File: src/rtl/ssd_scan_controller.sv
// Seven-segment display engine: loads a binary value, converts it to BCD with a
// sequential double-dabble engine and scans N multiplexed active-low digits.
module ssd_scan_controller #(
  parameter int unsigned N_DIGITS  = 4,
  parameter int unsigned VALUE_W   = 14,
  parameter int unsigned REFRESH_W = 18,
  parameter int unsigned BLANK_LZ  = 1
) (
  input  logic                CLK,
  input  logic                Reset,
  input  logic [VALUE_W-1:0]  Value,
  input  logic                Load,
  input  logic [N_DIGITS-1:0] Dp_mask,
  output logic                Busy,
  output logic                Overflow,
  output logic [N_DIGITS-1:0] An,
  output logic [7:0]          Seg
);

  localparam int unsigned BCD_W = 4 * N_DIGITS;
  localparam int unsigned CNT_W = $clog2(VALUE_W + 1);
  localparam int unsigned IDX_W = (N_DIGITS > 1) ? $clog2(N_DIGITS) : 1;
  localparam logic [CNT_W-1:0] CNT_INIT = CNT_W'(VALUE_W);
  localparam logic [IDX_W-1:0] IDX_LAST = IDX_W'(N_DIGITS - 1);

  typedef enum logic {IDLE, CONVERT} state_e;

  state_e               state_q, state_d;
  logic [VALUE_W-1:0]   bin_q, bin_d;
  logic [BCD_W-1:0]     bcd_q, bcd_d;
  logic [CNT_W-1:0]     cnt_q, cnt_d;
  logic                 sticky_q, sticky_d;
  logic [BCD_W-1:0]     disp_q, disp_d;
  logic                 ovf_q, ovf_d;
  logic                 pend_valid_q, pend_valid_d;
  logic [VALUE_W-1:0]   pend_val_q, pend_val_d;
  logic [REFRESH_W-1:0] scan_q, scan_d;
  logic [IDX_W-1:0]     idx_q, idx_d;
  logic [N_DIGITS-1:0]  an_q, an_d;
  logic [7:0]           seg_q, seg_d;

  logic [BCD_W-1:0]     bcd_adj;
  logic [BCD_W-1:0]     bcd_shift;
  logic [VALUE_W-1:0]   bin_shift;
  logic                 carry;

  function automatic logic [6:0] seg_code(input logic [3:0] d);
    case (d)
      4'd0:    seg_code = 7'b0000001;
      4'd1:    seg_code = 7'b1001111;
      4'd2:    seg_code = 7'b0010010;
      4'd3:    seg_code = 7'b0000110;
      4'd4:    seg_code = 7'b1001100;
      4'd5:    seg_code = 7'b0100100;
      4'd6:    seg_code = 7'b0100000;
      4'd7:    seg_code = 7'b0001111;
      4'd8:    seg_code = 7'b0000000;
      4'd9:    seg_code = 7'b0000100;
      default: seg_code = 7'b1111111;
    endcase
  endfunction

  // One double-dabble iteration; the bit leaving the BCD MSB marks overflow.
  always_comb begin
    bcd_adj = bcd_q;
    for (int unsigned d = 0; d < N_DIGITS; d++) begin
      if (bcd_q[4*d +: 4] >= 4'd5) bcd_adj[4*d +: 4] = bcd_q[4*d +: 4] + 4'd3;
    end
    {carry, bcd_shift, bin_shift} = {bcd_adj, bin_q, 1'b0};
  end

  always_comb begin
    state_d      = state_q;
    bin_d        = bin_q;
    bcd_d        = bcd_q;
    cnt_d        = cnt_q;
    sticky_d     = sticky_q;
    disp_d       = disp_q;
    ovf_d        = ovf_q;
    pend_valid_d = pend_valid_q;
    pend_val_d   = pend_val_q;
    case (state_q)
      IDLE: begin
        if (Load) begin
          bin_d    = Value;
          bcd_d    = '0;
          sticky_d = 1'b0;
          cnt_d    = CNT_INIT;
          state_d  = CONVERT;
        end
      end
      CONVERT: begin
        bcd_d    = bcd_shift;
        bin_d    = bin_shift;
        sticky_d = sticky_q | carry;
        cnt_d    = cnt_q - CNT_W'(1);
        if (Load) begin
          pend_valid_d = 1'b1;
          pend_val_d   = Value;
        end
        if (cnt_q == CNT_W'(1)) begin
          disp_d       = bcd_shift;
          ovf_d        = sticky_q | carry;
          pend_valid_d = 1'b0;
          // A Load on the commit edge is newer than the pending slot.
          if (Load || pend_valid_q) begin
            bin_d    = Load ? Value : pend_val_q;
            bcd_d    = '0;
            sticky_d = 1'b0;
            cnt_d    = CNT_INIT;
          end else begin
            state_d = IDLE;
          end
        end
      end
      default: state_d = IDLE;
    endcase
  end

  logic [N_DIGITS-1:0] zero_run;
  logic                run;
  logic [3:0]          digit;
  logic                blank;
  logic [6:0]          seg7;

  always_comb begin
    scan_d = scan_q + REFRESH_W'(1);
    idx_d  = idx_q;
    if (scan_q == '1) idx_d = (idx_q == IDX_LAST) ? '0 : idx_q + IDX_W'(1);

    // zero_run[i]: digit i and every more-significant digit are zero.
    run      = 1'b1;
    zero_run = '0;
    for (int unsigned i = 0; i < N_DIGITS; i++) begin
      run = run & (disp_q[4*(N_DIGITS-1-i) +: 4] == 4'd0);
      zero_run[N_DIGITS-1-i] = run;
    end

    digit = disp_q[4*int'(idx_q) +: 4];
    blank = (BLANK_LZ != 0) && (idx_q != '0) && zero_run[idx_q];
    if (ovf_q)      seg7 = 7'b1111110;
    else if (blank) seg7 = 7'b1111111;
    else            seg7 = seg_code(digit);
    seg_d = {seg7, ~Dp_mask[idx_q]};
    an_d  = ~(N_DIGITS'(1) << idx_q);
  end

  always_ff @(posedge CLK or negedge Reset) begin
    if (!Reset) begin
      state_q      <= IDLE;
      bin_q        <= '0;
      bcd_q        <= '0;
      cnt_q        <= '0;
      sticky_q     <= 1'b0;
      disp_q       <= '0;
      ovf_q        <= 1'b0;
      pend_valid_q <= 1'b0;
      pend_val_q   <= '0;
      scan_q       <= '0;
      idx_q        <= '0;
      an_q         <= '1;
      seg_q        <= '1;
    end else begin
      state_q      <= state_d;
      bin_q        <= bin_d;
      bcd_q        <= bcd_d;
      cnt_q        <= cnt_d;
      sticky_q     <= sticky_d;
      disp_q       <= disp_d;
      ovf_q        <= ovf_d;
      pend_valid_q <= pend_valid_d;
      pend_val_q   <= pend_val_d;
      scan_q       <= scan_d;
      idx_q        <= idx_d;
      an_q         <= an_d;
      seg_q        <= seg_d;
    end
  end

  assign Busy     = (state_q == CONVERT);
  assign Overflow = ovf_q;
  assign An       = an_q;
  assign Seg      = seg_q;

endmodule

File: config.mk
export PLATFORM = sky130hd
export DESIGN_NAME = ssd_scan_controller
export DESIGN_NICKNAME = d
export VERILOG_FILES = /design/src/rtl/ssd_scan_controller.sv
export SDC_FILE = /design/constraint.sdc
export NUM_CORES = 1
export LEC_CHECK = 0
export BUFFER_PORTS_ARGS = -buffer_cell sky130_fd_sc_hd__clkbuf_2
export CAP_MARGIN = 20
export CORE_AREA = 2 2 107 109
export CTS_BUF_LIST = sky130_fd_sc_hd__clkbuf_16
export DETAILED_ROUTE_END_ITERATION = 10
export DIE_AREA = 0 0 109 111
export GPL_TIMING_DRIVEN = 0
export PLACE_DENSITY_LB_ADDON = 0.05
export SLEW_MARGIN = 10
export SYNTH_ARGS = -nofsm -noshare
export SYNTH_HDL_FRONTEND = slang
export SYNTH_SLANG_ARGS = --single-unit
File: constraint.sdc
create_clock -name CLK -period 4.2 [get_ports CLK]
set_clock_uncertainty 0.15 [all_clocks]
set_input_delay 0.42 -clock CLK [delete_from_list [all_inputs] [get_ports CLK]]
set_output_delay 0.42 -clock CLK [all_outputs]
set_load 0.05 [all_outputs]
==> run summary <==
gr ovfl total: 0
Nets: 530
Max Freq: 0.4344 GHz
sequential fraction of the synthesis area: 52.07%
cell area power density: 682.9 nW/um^2
Routed Antenna Nets: 0
Core Rows: 39
top-area cell type share of the netlist area: 45.55%
Top Ports: 35
Port-buffer cells: 34
number of synthesized register bits: 100
post-DP HPWL: 6.741 mm
pins over their slew limit: 0
drt total wl: 9.786 mm
Critical R2R Capture: bin_q[6]
Overall Global Routing Usage: 18.19%
Startpoint Class: flop
M1 GR Usage: 24.29%
clock slew at reported path FFs: 0.07 ns
CTS Buffer Depth: 2
Iteration-0 DRC Markers: 158
worst rel slew slack: 38.23%
Layout area overhead: 13.48%
n_diodes: 0
Sink Count: 100
Post-CTS Setup Inserts: 0
failing checks: hold timing
ys flop type: dfrtp_1
DRC Markers: 0
via count: 3,396
EDFF count, synth: 0
Hold Crit Class: in2async
Max Cap Viol: 0
Placed Cells incl. Taps: 620
final setup vio count: 0
path depth of the worst reg2reg path: 7
VDD IR max: 0.0003421 V
Crit Path Max Fanout: 10
vias in the first global route: 3,538
worst path arrival time: 2.44 ns
Tmin final: 2.302 ns
root buffer cell: clkbuf_16
Synth cell types: 44
post-synthesis cell area: 4835 sq um
Yosys top cell by area: dfrtp_1
vias per inst: 5.340
core area: 11,080 sq um
worst path cell trace: inv_1, ha_1, nor3b_1, nand2_1, nor3b_2, buf_2, a221o_1
LEAKAGE: 2.425 nW
first-pass GRT wire length: 17.22 mm
Max stage delay cell, worst path: dfrtp_1
CTS Buf Count: 9
Syn Inst Count: 443
Power, Total: 3.747 mW
M3 GR Usage: 5.820%
CTS resizes: 0
most frequent cells in the layout: dfrtp_1, o21ai_0, nand2_1, clkbuf_2, inv_1
TNS Setup: 0 ns
cell area after layout: 5487 sq um
R2R Setup Slk: 1.90 ns
Crit. Startpoint: cnt_q[1]
htree depth: 3
commonest non-fill, non-tap cell in the layout: dfrtp_1
GPL Wtd Cong: 0.7912
die width: 109 um
Final period util: 54.81%
global routing usage on met2: 27.78%
grt peak-use layer: met2
clock latency on the worst-skew pair: 0.35 ns
layout cells sized above 1: 19.68%
slowest cell delay on critical path: 0.37 ns
FFs w/ async S/R, synth: 100.0%
yosys warns: 0
final hold vios: 4
syn nets: 485
Worst R2R Start: cnt_q[1]
nature of the critical path endpoint: flop
Die Area: 12,100 sq um
Initial Util: 43.65%
Pre-antenna DRT Iters: 4
Non-Filler Instances: 636
initial antenna violation count: 0
CTS tree: yes
syn_area_per_cell: 10.91 sq um
hold_buf cts: 0
WP data required: 4.34 ns
Critical path destination: bin_q[6]
status: complete, but fails checks
synth top area cells: dfrtp_1, dfstp_2, ha_1
placed cell areas: 5192 sq um
Die Height: 111 um
Worst Tran Pin Value: 0.9180 ns
WL/cell: 15.39 um
hold slack final: -0.004835 ns
Crit Path Class: reg2reg
largest net degree at the start of global routing: 101
RSZ-0062 raised after global routing: false
## sequential cells by signal, summed over array words and instances (netlist names)
signal        count
An                4
Busy              1
Overflow          1
Seg               8
bcd_q            16
bin_q            14
cnt_q             4
disp_q           16
idx_q             2
pend_val_q       14
pend_valid_q      1
scan_q           18
sticky_q          1
## cells by family after synthesis
| group | count (synthesis) | share of synthesized area, % |
|---|---|---|
| flops | 100 | 52.07 |
| xor+xnor | 20 | 3.623 |
| mux | 28 | 7.893 |
| simple gates | 105 | 10.92 |
| fa+ha+maj | 21 | 5.435 |
| compound gates | 121 | 15.81 |
| buf+inv | 48 | 4.244 |
## critical path, delay by kind of cell (launching register included)
family / cells / cell delay [ns]
AOI/OAI and AO/OA: 1 / 0.19
adders and majority gates: 1 / 0.16
buffers and inverters: 2 / 0.40
DFF: 1 / 0.37
and+or+nand+nor: 3 / 0.96
## how the worst min path moves through the flow
stage	slack (ns)	from	cells past startpoint	to
2_1_floorplan	-0.03	Reset	0	Busy
3_3_place_gp	0.29	scan_q[0]	1	scan_q[0]
3_5_place_dp	0.31	scan_q[12]	1	scan_q[12]
4_1_cts	0.05	Reset	1	scan_q[8]
5_1_grt	0.06	Reset	1	scan_q[5]
6_report	-0.005	Reset	1	scan_q[7]
## cells in the mapped netlist (all sizes together), types with 2 or more instances
cell / number
clkbuf: 13
or2: 2
nor3: 2
and4: 3
nor2: 13
dfstp: 12
nand2: 47
o21ai: 52
nor4: 5
nand3: 7
dfrtp: 88
inv: 24
mux2: 22
nor3b: 11
ha: 21
o31ai: 4
a32o: 4
buf: 11
o22ai: 7
a221o: 13
nand4: 4
xor2: 4
mux4: 5
xnor2: 16
nand2b: 6
a21oi: 22
a211o: 3
o211ai: 13
## final cells by class
type / instances / area, sq um
Fill cell: 1018 / 5590
Clock buffer: 9 / 225.2
Clock inverter: 7 / 68.82
Inverter: 24 / 90.09
Sequential cell: 100 / 2517
Buffer: 24 / 115.1
Tap cell: 143 / 178.9
Timing Repair Buffer: 34 / 178.9
Multi-Input combinational cell: 295 / 2112
## per-layer routing
metal  up-vias  part of all wire (%)
met3        13                   4.8
met4         0                   1.4
li1       1685                     -
met2        63                    46
met1      1635                    48
met5         -                     0
## power by group
group	total, mW	switching [mW]	internal [mW]	leakage [nW]
clock network	0.820	0.360	0.459	0.141
registers	1.48	0.205	1.27	1.22
logic	1.45	0.867	0.583	1.06
total	3.75	1.43	2.31	2.43
## metrics by stage
stage                     util [%]  hold WS, ns  setup slack [ns]
after floorplan                  -     -0.02559             2.212
after CTS                    49.53      0.05074             1.879
after global routing         49.53      0.06278             1.632
after global placement       46.80       0.2866             1.207
after detailed placement     46.88       0.3070             1.890
final                        49.53    -0.004835             1.898
Note: power is estimated with default switching activity, not from simulation.
